[config.mk]
export PLATFORM = sky130hd
export DESIGN_NAME = tc_sample_sched_flat
export DESIGN_NICKNAME = d
export VERILOG_FILES = /design/src/rtl/tc_sample_sched_if.sv /design/src/rtl/tc_sample_sched.sv /design/src/flat_wrapper.sv
export SDC_FILE = /design/constraint.sdc
export NUM_CORES = 1
export LEC_CHECK = 0
export CORE_MARGIN = 1.5
export CORE_UTILIZATION = 45
export CTS_BUF_LIST = sky130_fd_sc_hd__clkbuf_4
export DETAILED_ROUTE_END_ITERATION = 10
export GPL_TIMING_DRIVEN = 1
export PLACE_DENSITY = 0.7
export SLEW_MARGIN = 20
export SYNTH_ARGS = -nofsm -noshare
export SYNTH_HDL_FRONTEND = slang
export SYNTH_SLANG_ARGS = --single-unit
[constraint.sdc]
create_clock -name i_clk -period 2.9 [get_ports i_clk]
set_input_delay 0.29 -clock i_clk [delete_from_list [all_inputs] [get_ports i_clk]]
set_output_delay 0.29 -clock i_clk [all_outputs]
set_load 0.01 [all_outputs]
[src/rtl/tc_sample_sched_if.sv]
// Handshake bundle between the scheduler, the ADC SPI master and the thermocouple calculator.
interface tc_sample_sched_if #(
   parameter int unsigned WORD_SIZE = 16
);
   logic                 o_adc_start;
   logic [9:0]           i_adc_word;
   logic                 i_adc_stb;
   logic                 o_calc_start;
   logic [9:0]           o_calc_code;
   logic [WORD_SIZE-1:0] i_calc_temp;
   logic                 i_calc_done;

   modport master (
      output o_adc_start, o_calc_start, o_calc_code,
      input  i_adc_word, i_adc_stb, i_calc_temp, i_calc_done
   );

   modport slave (
      input  o_adc_start, o_calc_start, o_calc_code,
      output i_adc_word, i_adc_stb, i_calc_temp, i_calc_done
   );
endinterface

[src/rtl/tc_sample_sched.sv]
// Conversion scheduler: periodic ADC bursts averaged over 1/2/4/8 codes, one calculation per
// burst, latest-temperature hold, sticky timeout and overrun flags.
module tc_sample_sched #(
   parameter int unsigned WORD_SIZE   = 16,
   parameter int unsigned CNT_W       = 24,
   parameter int unsigned TIMEOUT_CYC = 1024
) (
   input  logic                 i_clk,
   input  logic                 i_rst_n,
   input  logic                 i_ena,
   input  logic [CNT_W-1:0]     i_interval,
   input  logic [1:0]           i_avg_log2,
   input  logic                 i_err_clr,
   tc_sample_sched_if.master    io_bus,
   output logic [WORD_SIZE-1:0] o_temp,
   output logic                 o_temp_valid,
   output logic                 o_timeout,
   output logic                 o_overrun
);
   localparam int unsigned TMO_W = $clog2(TIMEOUT_CYC);

   localparam logic [1:0] ST_IDLE      = 2'd0;
   localparam logic [1:0] ST_ADC_WAIT  = 2'd1;
   localparam logic [1:0] ST_CALC_WAIT = 2'd2;

   logic [CNT_W-1:0]     r_cnt, w_cnt_nxt;
   logic [1:0]           r_state, w_state_nxt;
   logic [12:0]          r_acc, w_acc_nxt;
   logic [3:0]           r_nsamp, w_nsamp_nxt;
   logic [TMO_W-1:0]     r_tmo, w_tmo_nxt;
   logic [1:0]           r_avg, w_avg_nxt;
   logic                 r_adc_start, w_adc_start_nxt;
   logic                 r_calc_start, w_calc_start_nxt;
   logic [9:0]           r_calc_code, w_calc_code_nxt;
   logic [WORD_SIZE-1:0] r_temp, w_temp_nxt;
   logic                 r_temp_valid, w_temp_valid_nxt;
   logic                 r_timeout, r_overrun;
   logic                 w_tick, w_tmo_hit, w_burst_done, w_timeout_set, w_overrun_set;
   logic [12:0]          w_sum;
   logic [3:0]           w_nsamp_inc;

   assign w_tick        = i_ena && (r_cnt == '0);
   // 13-bit accumulator holds 8 x 0x3FF without wrapping
   assign w_sum         = r_acc + 13'(io_bus.i_adc_word);
   assign w_nsamp_inc   = r_nsamp + 4'd1;
   assign w_burst_done  = (w_nsamp_inc == (4'd1 << r_avg));
   assign w_tmo_hit     = (r_tmo == TMO_W'(TIMEOUT_CYC - 1));
   assign w_overrun_set = w_tick && (r_state != ST_IDLE);

   always_comb begin
      w_cnt_nxt         = r_cnt;
      w_state_nxt       = r_state;
      w_acc_nxt         = r_acc;
      w_nsamp_nxt       = r_nsamp;
      w_tmo_nxt         = r_tmo;
      w_avg_nxt         = r_avg;
      w_adc_start_nxt   = 1'b0;
      w_calc_start_nxt  = 1'b0;
      w_calc_code_nxt   = r_calc_code;
      w_temp_nxt        = r_temp;
      w_temp_valid_nxt  = r_temp_valid;
      w_timeout_set     = 1'b0;

      if (!i_ena) begin
         w_cnt_nxt   = '0;
         w_state_nxt = ST_IDLE;
         w_acc_nxt   = '0;
         w_nsamp_nxt = '0;
         w_tmo_nxt   = '0;
      end else begin
         w_cnt_nxt = (r_cnt == '0) ? i_interval : r_cnt - 1'b1;
         case (r_state)
            ST_IDLE: begin
               if (w_tick) begin
                  w_adc_start_nxt = 1'b1;
                  w_acc_nxt       = '0;
                  w_nsamp_nxt     = '0;
                  w_tmo_nxt       = '0;
                  w_avg_nxt       = i_avg_log2;
                  w_state_nxt     = ST_ADC_WAIT;
               end
            end
            ST_ADC_WAIT: begin
               // a strobe on the timeout cycle still counts as a sample
               if (io_bus.i_adc_stb) begin
                  w_acc_nxt   = w_sum;
                  w_nsamp_nxt = w_nsamp_inc;
                  w_tmo_nxt   = '0;
                  if (w_burst_done) begin
                     w_calc_code_nxt  = 10'(w_sum >> r_avg);
                     w_calc_start_nxt = 1'b1;
                     w_state_nxt      = ST_CALC_WAIT;
                  end else begin
                     w_adc_start_nxt = 1'b1;
                  end
               end else if (w_tmo_hit) begin
                  w_timeout_set = 1'b1;
                  w_tmo_nxt     = '0;
                  w_state_nxt   = ST_IDLE;
               end else begin
                  w_tmo_nxt = r_tmo + 1'b1;
               end
            end
            ST_CALC_WAIT: begin
               if (io_bus.i_calc_done) begin
                  w_temp_nxt       = io_bus.i_calc_temp;
                  w_temp_valid_nxt = 1'b1;
                  w_tmo_nxt        = '0;
                  w_state_nxt      = ST_IDLE;
               end else if (w_tmo_hit) begin
                  w_timeout_set = 1'b1;
                  w_tmo_nxt     = '0;
                  w_state_nxt   = ST_IDLE;
               end else begin
                  w_tmo_nxt = r_tmo + 1'b1;
               end
            end
            default: w_state_nxt = ST_IDLE;
         endcase
      end
   end

   always_ff @(posedge i_clk) begin
      if (!i_rst_n) begin
         r_cnt        <= '0;
         r_state      <= ST_IDLE;
         r_acc        <= '0;
         r_nsamp      <= '0;
         r_tmo        <= '0;
         r_avg        <= '0;
         r_adc_start  <= 1'b0;
         r_calc_start <= 1'b0;
         r_calc_code  <= '0;
         r_temp       <= '0;
         r_temp_valid <= 1'b0;
         r_timeout    <= 1'b0;
         r_overrun    <= 1'b0;
      end else begin
         r_cnt        <= w_cnt_nxt;
         r_state      <= w_state_nxt;
         r_acc        <= w_acc_nxt;
         r_nsamp      <= w_nsamp_nxt;
         r_tmo        <= w_tmo_nxt;
         r_avg        <= w_avg_nxt;
         r_adc_start  <= w_adc_start_nxt;
         r_calc_start <= w_calc_start_nxt;
         r_calc_code  <= w_calc_code_nxt;
         r_temp       <= w_temp_nxt;
         r_temp_valid <= w_temp_valid_nxt;
         // a new error in the same cycle as a clear wins
         r_timeout    <= w_timeout_set | (r_timeout & ~i_err_clr);
         r_overrun    <= w_overrun_set | (r_overrun & ~i_err_clr);
      end
   end

   assign io_bus.o_adc_start  = r_adc_start;
   assign io_bus.o_calc_start = r_calc_start;
   assign io_bus.o_calc_code  = r_calc_code;
   assign o_temp              = r_temp;
   assign o_temp_valid        = r_temp_valid;
   assign o_timeout           = r_timeout;
   assign o_overrun           = r_overrun;
endmodule
[src/flat_wrapper.sv]
// flat-port wrapper written by rule: the top's interface ports become plain ports
module tc_sample_sched_flat 
#(
   parameter int unsigned WORD_SIZE   = 16,
   parameter int unsigned CNT_W       = 24,
   parameter int unsigned TIMEOUT_CYC = 1024
)
  (i_clk, i_rst_n, i_ena, i_interval, i_avg_log2, i_err_clr, o_temp, o_temp_valid, o_timeout, o_overrun, io_bus_o_adc_start, io_bus_o_calc_start, io_bus_o_calc_code, io_bus_i_adc_word, io_bus_i_adc_stb, io_bus_i_calc_temp, io_bus_i_calc_done);
  tc_sample_sched_if #(.WORD_SIZE(WORD_SIZE)) io_bus_i ();
  input  logic i_clk;
  input  logic i_rst_n;
  input  logic i_ena;
  input  logic [CNT_W-1:0] i_interval;
  input  logic [1:0] i_avg_log2;
  input  logic i_err_clr;
  output logic [WORD_SIZE-1:0] o_temp;
  output logic o_temp_valid;
  output logic o_timeout;
  output logic o_overrun;
  output wire logic [$bits(io_bus_i.o_adc_start)-1:0] io_bus_o_adc_start;
  output wire logic [$bits(io_bus_i.o_calc_start)-1:0] io_bus_o_calc_start;
  output wire logic [$bits(io_bus_i.o_calc_code)-1:0] io_bus_o_calc_code;
  input wire logic [$bits(io_bus_i.i_adc_word)-1:0] io_bus_i_adc_word;
  input wire logic [$bits(io_bus_i.i_adc_stb)-1:0] io_bus_i_adc_stb;
  input wire logic [$bits(io_bus_i.i_calc_temp)-1:0] io_bus_i_calc_temp;
  input wire logic [$bits(io_bus_i.i_calc_done)-1:0] io_bus_i_calc_done;
  assign io_bus_o_adc_start = io_bus_i.o_adc_start;
  assign io_bus_o_calc_start = io_bus_i.o_calc_start;
  assign io_bus_o_calc_code = io_bus_i.o_calc_code;
  assign io_bus_i.i_adc_word = io_bus_i_adc_word;
  assign io_bus_i.i_adc_stb = io_bus_i_adc_stb;
  assign io_bus_i.i_calc_temp = io_bus_i_calc_temp;
  assign io_bus_i.i_calc_done = io_bus_i_calc_done;
  tc_sample_sched #(.WORD_SIZE(WORD_SIZE), .CNT_W(CNT_W), .TIMEOUT_CYC(TIMEOUT_CYC)) u_core (.i_clk(i_clk), .i_rst_n(i_rst_n), .i_ena(i_ena), .i_interval(i_interval), .i_avg_log2(i_avg_log2), .i_err_clr(i_err_clr), .io_bus(io_bus_i), .o_temp(o_temp), .o_temp_valid(o_temp_valid), .o_timeout(o_timeout), .o_overrun(o_overrun));
endmodule
==> summary.txt <==
Setup path
  – CP Max Fanout: 11
  – Critical path's slowest cell: or3_1
  – Critical path's top delay family: simple AND/OR/NAND/NOR gates
  – Crit path buf inv count: 1
  – Arrival @ worst endpoint: 3.00 ns
  – Critical Path End Type: flop
  – CP Class: flop to flop
  – CP cell instances: or3_1 > or3_4 > o31a_1 > buf_4 > nor4b_1 > xnor2_1 > nor2_1
  – WP data required: 3.26 ns
  – Crit path largest cell delay: 0.47 ns
  – CP startpoint kind: flop

Route
  – Drt first pass iters: 5
  – DR iter-0 viols: 278
  – DRC Markers: 0
  – Via count: 4618
  – Final WL: 12300 um
  – ANT nets after route: 0
  – Drt via density: 5.67
  – Drt wl/cell: 15.1 um

Floorplanning
  – Die area: 11600 sq um
  – Core ar.: 10500 sq um
  – Die Span Y: 108 um
  – I/O pins: 89
  – Initial Utilization: 47.0%
  – Row cnt: 37
  – Die Span X: 108 um

Clock tree
  – TritonCTS Buffers: 9
  – Root Buffer: clkbuf_4
  – CTS H-tree depth: 3
  – Clock-pin transition on the worst setup and hold timing paths: 0.14 ns
  – CTS Sinks: 86
  – Clock Tree Buf Depth: 2
  – Post-CTS Resized: 0
  – Clock latency on the worst-skew pair: 0.47 ns
  – CTS tree: done
  – Setup Buffers After CTS: 0
  – CTS Hold Bufs: 0

STA
  – Final-report hold violation count: 0
  – Max-slew violations: 0
  – Final Setup Violations: 0
  – Unrepaired setup endpoints after global routing: no
  – Setup Skew: 0.0162 ns
  – Worst Tran Pin Value: 0.639 ns
  – Worst hold slack: 0.357 ns
  – PnR worst setup slack: 0.260 ns
  – Worst slew margin: 57.4%
  – F_max: 0.379 GHz
  – Final period utilization: 91.0%
  – Setup TNS: 0 ns
  – Fin crit period: 2.64 ns

Final layout
  – Area Overhead vs Synth: 23.3%
  – Reg area: 1720 sq um
  – Final Non-Filler Cells: 814
  – Fillers: 982
  – Layout cells sized above 1: 8.71%
  – Area used by multi-input combinational logic: 2990 sq um
  – Most common cell after layout, fill and taps aside: clkdlybuf4s50_1
  – Nets: 749
  – Highest-count cells in the layout ignoring fill and taps: clkdlybuf4s50_1, dfxtp_1, nand2_1, nor2_1, xnor2_1

Global routing
  – First-pass GRT wire length: 20300 um
  – Pin count of the biggest net entering global routing: 48
  – Layer with the highest usage: met2
  – Initial antenna violation count: 1
  – Global Route Usage Sum: 22.1%
  – Met1 Use GR: 27.6%
  – Met3 Use GR: 5.99%
  – Number of global-route vias before repair: 4286
  – Met2 usage: 36.5%
  – Remaining global-route overflow: 0

Power and ir drop
  – Switching power: 1940 uW
  – Logic gate share of total power: 52.4%
  – Power share of the clock group: 13.6%
  – Peak VDD IR: 0.000469 V
  – Leakage: 0.00215 uW
  – Sw Ratio: 43.2%
  – Pint: 2550 uW
  – Sequential fraction of design power: 33.9%
  – Pwr/cell area: 740 nW/um^2

Yosys
  – Syn Nets: 665
  – Ys async rst share: 0%
  – Post-synthesis sequential area ratio: 35.0%
  – Post-Synthesis Cell Area: 4920 sq um
  – EDFF count, synth: 0
  – Synthesized area per cell: 8.37 sq um
  – Mapped Cells: 588
  – Synth Register Bits: 86
  – Post-synth top area share: 35.0%
  – Cell variety after synth: 69
  – Most common flop cell mapped by yosys: dfxtp_1
  – Largest cells by area after synthesis: dfxtp_1, nand2_1, nor2_1
  – Synth warnings: 0
  – Most area-hungry cell type in the Yosys netlist: dfxtp_1

Placed design
  – Worst slack, placed: 0.0233 ns
  – Number of port buffers: 88
  – Post-placement cell count: 797
  – DP Wirelength: 9000 um
  – Gpl congestion: 0.912

Flow run
  – Max cap viols: 0

Worst hold path
  – Hold Crit Class: input pin to flop

Outcome
  – Status: finished clean
[state kept, by name, summed over array words and instances, names as in the netlist]
signal                      count
u_core.r_cnt                   24
u_core.o_overrun                1
u_core.r_state                  2
u_core.io_bus.o_calc_code      10
u_core.r_nsamp                  4
u_core.o_timeout                1
u_core.io_bus.o_calc_start      1
u_core.r_tmo                   10
u_core.r_avg                    2
u_core.r_acc                   13
u_core.o_temp                  16
u_core.o_temp_valid             1
u_core.io_bus.o_adc_start       1
[logic make-up (layout without fill, tap and decap cells)]
logic type,count (synthesis),count (layout),share of synthesized area [%]
buffers and inverters,47,136,4.25
muxes,8,8,2.16
and+or+nand+nor,238,238,24.0
DFF,86,86,35.0
adders and majority gates,19,19,4.98
other,0,1,0
xor gates and xnor gates,33,33,5.87
AOI/OAI and AO/OA,157,157,23.7
[layer usage]
| layer | up-vias | part of all wire [%] |
|---|---|---|
| met5 | - | 0 |
| met4 | 0 | 2.2 |
| met3 | 21 | 5.0 |
| met2 | 116 | 47 |
| met1 | 2163 | 45 |
| li1 | 2318 | - |
[per-stage QoR]
stage | cell area [sq um] | util (%) | total power (uW)
global route | 6070 | 58.0 | 4850
floorplan | 4920 | - | 3430
global placement | 5950 | 56.9 | 3830
finish | 6070 | 58.0 | 4490
CTS | 6060 | 58.0 | 4520
detailed placement | 5950 | 56.9 | 3890
[worst min-delay path: stages]
cell and delay (ns):
clkdlybuf4s50_1 0.39, nand2_1 0.05, a21boi_0 0.06
[path summary, 6_finish.rpt]
| check | startpoint | to | slack, ns | cells past startpoint |
|---|---|---|---|---|
| worst min-delay path | io_bus_i_calc_temp[8] | u_core.o_temp[8] | 0.36 | 3 |
| worst max register to register | u_core.r_cnt[14] | u_core.r_tmo[4] | 0.26 | 7 |
| worst max-delay path | u_core.r_cnt[14] | u_core.r_tmo[4] | 0.26 | 7 |
| worst min register to register | u_core.io_bus.o_calc_code[1] | u_core.io_bus.o_calc_code[1] | 0.47 | 2 |
[cells in the mapped netlist, drive strengths merged (4+ instances only)]
cell	count
a211oi	28
a21boi	19
a21o	5
a21oi	21
a22oi	13
a311oi	8
a31oi	4
and2	7
and3	4
buf	8
clkbuf	25
dfxtp	86
ha	18
inv	13
mux2i	5
nand2	70
nand2b	5
nand3	14
nand4	5
nor2	72
nor2b	7
nor3	9
nor4	11
o211ai	5
o21a	5
o21ai	19
o31ai	4
or2	4
or3	11
or4	6
xnor2	28
xor2	5
[final cells by class]
cell class / count / share of cell area (%)
Multi-Input combinational cell: 455 / 49.3
Timing Repair Buffer: 106 / 16.7
Antenna cell: 1 / 0.0412
Inverter: 14 / 0.866
Sequential cell: 86 / 28.4
Tap cell: 136 / 2.80
Clock buffer: 10 / 1.24
Clock inverter: 6 / 0.639
[power groups by stage]
stage	sequential (uW)	clock, uW	combinational [uW]
2_1_floorplan	1520	0	1910
3_3_place_gp	1540	0	2290
3_5_place_dp	1550	0	2340
4_1_cts	1520	639	2350
5_1_grt	1550	694	2610
6_report	1520	613	2350
(Power assumes the default switching activity.)
